==> config.mk <==
export PLATFORM = sky130hd
export DESIGN_NAME = quad_enc_ctrl
export DESIGN_NICKNAME = d
export VERILOG_FILES = /design/src/rtl/quad_enc_ctrl_pkg.sv /design/src/rtl/quad_enc_ctrl_glitch_filter.sv /design/src/rtl/quad_enc_ctrl.sv
export SDC_FILE = /design/constraint.sdc
export NUM_CORES = 1
export LEC_CHECK = 0
export ABC_AREA = 1
export CELL_PAD_IN_SITES_DETAIL_PLACEMENT = 1
export CELL_PAD_IN_SITES_GLOBAL_PLACEMENT = 2
export CORE_MARGIN = 2
export CORE_UTILIZATION = 29
export DETAILED_ROUTE_END_ITERATION = 16
export GPL_TIMING_DRIVEN = 0
export HOLD_SLACK_MARGIN = 0.03
export PLACE_DENSITY = 0.86
export SLEW_MARGIN = 15
export SYNTH_ARGS = -nofsm -noshare
export SYNTH_HDL_FRONTEND = slang
export SYNTH_SLANG_ARGS = --single-unit
==> constraint.sdc <==
create_clock -name clk -period 3.25 [get_ports clk]
set_input_delay 0.65 -clock clk [delete_from_list [all_inputs] [get_ports clk]]
set_output_delay 0.65 -clock clk [all_outputs]
set_load 0.005 [all_outputs]
==> src/rtl/quad_enc_ctrl_pkg.sv <==
// rtl/quad_enc_ctrl_pkg.sv - QEncPkg: phase/sub-step types, Gray phase constants and phase_of() decode
package QEncPkg;

   typedef logic [1:0]        phase_t;
   typedef logic signed [3:0] sub_t;

   localparam phase_t PH_00      = 2'd0;
   localparam phase_t PH_10      = 2'd1;
   localparam phase_t PH_11      = 2'd2;
   localparam phase_t PH_01      = 2'd3;
   localparam sub_t   SUB_DETENT = 4'sd4;

   // Map the filtered contact pair (a,b) onto the Gray-ordered phase index; CW (A leads) counts up.
   function automatic phase_t phase_of(input logic a, input logic b);
      phase_t ph;
      case ({a, b})
         2'b00:   ph = PH_00;
         2'b10:   ph = PH_10;
         2'b11:   ph = PH_11;
         default: ph = PH_01;
      endcase
      return ph;
   endfunction

endpackage

==> src/rtl/quad_enc_ctrl_glitch_filter.sv <==
// rtl/quad_enc_ctrl_glitch_filter.sv - glitch_filter: 2-FF synchronizer plus FILT_CYC stability counter
module glitch_filter #(
   parameter int FILT_CYC = 16
) (
   input  logic clk,
   input  logic rst,
   input  logic din,
   output logic dout
);

   localparam int                CNT_W    = $clog2(FILT_CYC + 1);
   localparam logic [CNT_W-1:0] CNT_LAST = CNT_W'(FILT_CYC - 1);

   logic             sync1;
   logic             sync2;
   logic [CNT_W-1:0] cnt;

   // Two-flop synchronizer for the asynchronous contact.
   always_ff @(posedge clk or posedge rst) begin
      if (rst) begin
         sync1 <= 1'b0;
         sync2 <= 1'b0;
      end else begin
         sync1 <= din;
         sync2 <= sync1;
      end
   end

   // Accept a new level only after it has differed from dout for FILT_CYC consecutive cycles.
   always_ff @(posedge clk or posedge rst) begin
      if (rst) begin
         cnt  <= '0;
         dout <= 1'b0;
      end else if (sync2 == dout) begin
         cnt <= '0;
      end else if (cnt == CNT_LAST) begin
         dout <= sync2;
         cnt  <= '0;
      end else begin
         cnt <= cnt + 1'b1;
      end
   end

endmodule

==> src/rtl/quad_enc_ctrl.sv <==
// rtl/quad_enc_ctrl.sv - quadrature encoder front end: filter, Gray decode, detent steps, position (QENC_SAT_EN saturates pos)
module quad_enc_ctrl
   import QEncPkg::*;
#(
   parameter int FILT_CYC = 16,
   parameter int POS_W    = 16
) (
   input  logic                    clk,
   input  logic                    rst,
   input  logic                    a,
   input  logic                    b,
   input  logic                    clr,
   input  logic                    load,
   input  logic signed [POS_W-1:0] load_val,
   output logic signed [POS_W-1:0] pos,
   output logic                    step_cw,
   output logic                    step_ccw,
   output logic                    err
);

   localparam logic signed [POS_W-1:0] POS_ONE = {{(POS_W-1){1'b0}}, 1'b1};
`ifdef QENC_SAT_EN
   localparam logic signed [POS_W-1:0] POS_MAX = {1'b0, {(POS_W-1){1'b1}}};
   localparam logic signed [POS_W-1:0] POS_MIN = {1'b1, {(POS_W-1){1'b0}}};
`endif

   logic                    fa;
   logic                    fb;
   phase_t                  ph_q;
   phase_t                  ph_new;
   phase_t                  d;
   sub_t                    sub;
   sub_t                    sub_n;
   logic                    cw_n;
   logic                    ccw_n;
   logic                    err_n;
   logic signed [POS_W-1:0] pos_n;

   glitch_filter #(.FILT_CYC(FILT_CYC)) u_filt_a (
      .clk  (clk),
      .rst  (rst),
      .din  (a),
      .dout (fa)
   );

   glitch_filter #(.FILT_CYC(FILT_CYC)) u_filt_b (
      .clk  (clk),
      .rst  (rst),
      .din  (b),
      .dout (fb)
   );

   // Phase delta drives sub-step counting; a detent completes on return to 00 with sub at +/-4.
   always_comb begin
      ph_new = phase_of(fa, fb);
      d      = ph_new - ph_q;
      sub_n  = sub;
      cw_n   = 1'b0;
      ccw_n  = 1'b0;
      err_n  = 1'b0;
      pos_n  = pos;
      case (d)
         2'd1:    if (sub != SUB_DETENT)  sub_n = sub + 4'sd1;
         2'd3:    if (sub != -SUB_DETENT) sub_n = sub - 4'sd1;
         2'd2:    err_n = 1'b1;
         default: ;
      endcase
      if (ph_new == PH_00) begin
         cw_n  = (sub_n == SUB_DETENT);
         ccw_n = (sub_n == -SUB_DETENT);
         sub_n = '0;
      end
      if (clr) begin
         pos_n = '0;
         sub_n = '0;
      end else if (load) begin
         pos_n = load_val;
      end else if (cw_n) begin
`ifdef QENC_SAT_EN
         if (pos != POS_MAX) pos_n = pos + POS_ONE;
`else
         pos_n = pos + POS_ONE;
`endif
      end else if (ccw_n) begin
`ifdef QENC_SAT_EN
         if (pos != POS_MIN) pos_n = pos - POS_ONE;
`else
         pos_n = pos - POS_ONE;
`endif
      end
   end

   // Register phase history, sub-step count, position and the one-cycle pulses.
   always_ff @(posedge clk or posedge rst) begin
      if (rst) begin
         ph_q     <= PH_00;
         sub      <= '0;
         pos      <= '0;
         step_cw  <= 1'b0;
         step_ccw <= 1'b0;
         err      <= 1'b0;
      end else begin
         ph_q     <= ph_new;
         sub      <= sub_n;
         pos      <= pos_n;
         step_cw  <= cw_n;
         step_ccw <= ccw_n;
         err      <= err_n;
      end
   end

endmodule

==> flow_metrics.env <==
export IMPL_r2r_setup_slack_ns=-0.28
export IMPL_routabilityCongestion=0.879
export IMPL_cts_root_buf="clkbuf_8"
export IMPL_grt_util_all_layers_pct=20.0
export IMPL_vias_per_cell=5.07
export IMPL_cts_sinks=41
export IMPL_start_util_pct=29.5
export IMPL_p_clk_share_pct=22.3
export IMPL_rsz0062_at_grt="yes"
export IMPL_grt_pass1_wl_mm=16.2
export IMPL_portBuffers=40
export IMPL_cp_num_buf_inv=4
export IMPL_insertion_delay_ns=0.30
export IMPL_cp_cell_sequence="inv_2 -> buf_4 -> ha_1 -> nor2_1 -> nand3_4 -> nand2_4 -> nor2_4 -> nand2_1 -> nand3_2 -> nor2_4 -> buf_6 -> nand3_4 -> buf_6 -> ha_4 -> a21o_1 -> a21oi_4 -> o21ai_4 -> a21oi_2 -> nand3b_1 -> nand3_1 -> nand2_1 -> nand2_1"
export IMPL_synth_top_family_by_area="simple AND/OR/NAND/NOR gates"
export IMPL_power_frac_comb_pct=46.6
export IMPL_hp_start="u_filt_a.sync1"
export IMPL_synth_adder_area_share_pct=10.8
export IMPL_r2r_cells=22
export IMPL_wl_met3_um=405
export IMPL_power_density_mw_per_mm2=427
export IMPL_first_pass_iters=4
export IMPL_yosysSeqAreaShare_pct=36.1
export IMPL_setup_viol=11
export IMPL_violations="setup timing"
export IMPL_cp_end_kind="flip-flop"
export IMPL_clockBufferDepth=2
export IMPL_core_sq_mm=0.00964
export IMPL_cpLargestDelayFamily="simple AND/OR/NAND/NOR gates"
export IMPL_power_share_switching_pct=37.7
export IMPL_power_internal_mw=1.19
export IMPL_ant_nets=0
export IMPL_slew_viol_final=0
export IMPL_yosysWarnings=0
export IMPL_p_leak_nw=1.99
export IMPL_syn_nets=412
export IMPL_drc_errors=0
export IMPL_synth_seq_cells=41
export IMPL_netlist_area_sq_mm=0.00284
export IMPL_slowest_stage="dfrtp_1"
export IMPL_worst_path_max_fanout=6
export IMPL_maxCapViolations=0
export IMPL_tightest_slew_ns=0.712
export IMPL_reg2reg_to="pos[15]"
export IMPL_hold_ws_ns=0.356
export IMPL_wl_met1_mm=4.44
export IMPL_rows=36
export IMPL_synth_compound_area_share_pct=13.2
export IMPL_drive_above_1_share_pct=33.3
export IMPL_antenna_found_initial=0
export IMPL_grt_max_degree=30
export IMPL_status="finished with violations"
export IMPL_totalPowerFinal_mw=1.92
export IMPL_synth_xor_area_share_pct=3.70
export IMPL_fmax_ghz=0.283
export IMPL_finalHoldViolations=0
export IMPL_fin_skew_ns=0.00916
export IMPL_htree_levels=2
export IMPL_n_fill_cell=1140
export IMPL_period_needed_ns=3.53
export IMPL_worstHoldEndpoint="u_filt_a.sync2"
export IMPL_numCtsBuffers=5
export IMPL_seq_area_sq_mm=0.00103
export IMPL_power_frac_seq_pct=31.1
export IMPL_die_w_um=103
export IMPL_avgSynthCellArea_sq_um=7.76
export IMPL_setup_ws_ns=-0.284
export IMPL_cts_tree="yes"
export IMPL_ios=41
export IMPL_routed_wl_mm=11.1
export IMPL_ys_types=37
export IMPL_start_kind="flip-flop"
export IMPL_vias=3002
export IMPL_muxShareOfSynthArea_pct=0
export IMPL_critical_path_arrival_ns=3.72
export IMPL_syn_to_final_growth_pct=58.0
export IMPL_wl_per_cell_um=18.7
export IMPL_grt_pass1_vias=3164
export IMPL_required_ns=3.44
export IMPL_clkTransAtPathRegs_ns=0.09
export IMPL_p_sw_mw=0.722
export IMPL_synth_simple_area_share_pct=28.8
export IMPL_final_util_pct=46.5
export IMPL_crit_start="u_filt_a.dout"
export IMPL_wl_met2_mm=5.70
export IMPL_gr_total_overflow=0
export IMPL_highest_layer="met4"
export IMPL_synthCells=366
export IMPL_die_h_um=103
export IMPL_n_antenna_cell=0
export IMPL_dieArea_sq_mm=0.0106
export IMPL_cpMostUsedCell="nand2_1"
export IMPL_hold_path_depth=0
export IMPL_dpl_hpwl_mm=6.13
export IMPL_min_period_over_period_pct=109
export IMPL_r2r_start="u_filt_a.dout"
export IMPL_cpPeakStageDelay_ns=0.38
export IMPL_crit_type="reg2reg"
export IMPL_hold_path_class="reg2reg"
export IMPL_peakVddDrop_uv=232
export IMPL_multi_input_area_sq_mm=0.00216
export IMPL_drtIter0Drc=89
export IMPL_hold_buffers=0
export IMPL_nets=504
export IMPL_slew_headroom_pct=52.6
-- sequential cells by signal, indices dropped and copies added (netlist names) --
name / count
u_filt_a.sync1: 1
u_filt_b.cnt: 5
ph_q: 2
u_filt_b.sync1: 1
u_filt_a.sync2: 1
u_filt_a.dout: 1
u_filt_b.dout: 1
pos: 16
u_filt_b.sync2: 1
err: 1
u_filt_a.cnt: 5
sub: 4
step_ccw: 1
step_cw: 1
-- layer usage --
metal	GRT usage (%)	up-vias
met5	0	-
met4	9.41	0
met3	3.32	40
met2	35.2	90
met1	23.6	1467
li1	-	1405
-- how the worst max path moves through the flow --
stage	cells after the start	endpoint
6_report	22	pos[15]
5_1_grt	24	pos[15]
4_1_cts	27	pos[10]
3_5_place_dp	25	pos[10]
3_3_place_gp	20	pos[15]
2_1_floorplan	25	pos[10]
-- cell families after synthesis --
logic type,after synthesis
AND/OR/NAND/NOR,175
AO/OA/AOI/OAI,64
buffers and inverters,50
flip-flops,41
adder cells (fa/ha/maj),24
XOR/XNOR,12
-- power by group through the flow --
stage          logic [mW]  registers, mW  clock network [mW]
2_1_floorplan       0.355          0.587                   0
3_3_place_gp        0.529          0.592                   0
3_5_place_dp        0.543          0.593                   0
4_1_cts             0.716          0.594               0.440
5_1_grt             0.952          0.601               0.453
6_report            0.894          0.595               0.427
-- area by class of cell --
cell class              count  area share [%]
repair buffers             83            17.8
plain buffers               5           0.837
multi-input cells         277            48.2
clock buffers               6            1.62
well taps                 133            3.71
clock inverters             2           0.865
inverters                  45            4.04
flip-flops and latches     41            22.9
-- what timing repair did --
action / in CTS / in global routing
setup endpoints to repair: 13 / 13
resized for setup: 69 / 36
setup buffers: 35 / 7
pin swaps: 38 / 30
cloned: 2 / 0
-- layout by cell type, fill, tap and decap left out, types with 6 or more instances in the layout --
master / count
inv_1: 31
nand4_1: 6
buf_4: 33
nand2_2: 15
inv_2: 9
buf_6: 9
clkdlybuf4s50_1: 40
nand2_1: 66
nand3_2: 8
nor2_1: 32
o21ai_0: 10
o21ai_1: 8
ha_4: 16
dfrtp_1: 40
a21oi_2: 6
nand3_1: 22
a21oi_1: 11
ha_1: 6
nand3_4: 7
-- Yosys cell counts --
library cell,number,area share [%]
inv_4,1,0.22
xor2_1,6,1.9
clkbuf_1,2,0.26
nand2_2,1,0.22
nand3b_1,3,0.79
nand4_1,6,1.3
and3_1,2,0.44
buf_6,2,0.79
dfrtp_1,41,36
nor4_1,1,0.22
nand3_4,2,1.2
or2_2,2,0.44
nand3b_4,1,0.71
o21bai_1,1,0.26
o22ai_1,2,0.44
a21o_1,5,1.3
ha_1,23,10
buf_4,1,0.26
o211ai_1,3,0.79
nand3_2,3,1.1
a21oi_1,22,3.9
o21ai_0,16,2.8
a31oi_1,1,0.22
inv_1,39,5.2
xnor2_1,6,1.9
nand2_1,84,11
nor3_1,3,0.53
fa_1,1,0.71
o2111ai_1,1,0.31
nand2_4,1,0.40
inv_2,5,0.66
o21a_1,2,0.53
nor2_4,1,0.40
nor2_1,35,4.6
o21ai_2,5,1.5
o21ai_1,6,1.1
nand3_1,30,5.3
-- through the flow --
stage	setup slack (ns)	cell area [sq um]	instances	setup TNS [ns]
floorplan	0.0102	2900	366	0
global placement	-0.537	3460	539	-4.21
detailed placement	-0.574	3480	540	-5.08
CTS	-0.0622	4310	585	-0.240
global route	-0.451	4490	592	-4.23
finish	-0.284	4490	592	-1.95
Power figures use the tool's default switching activity.
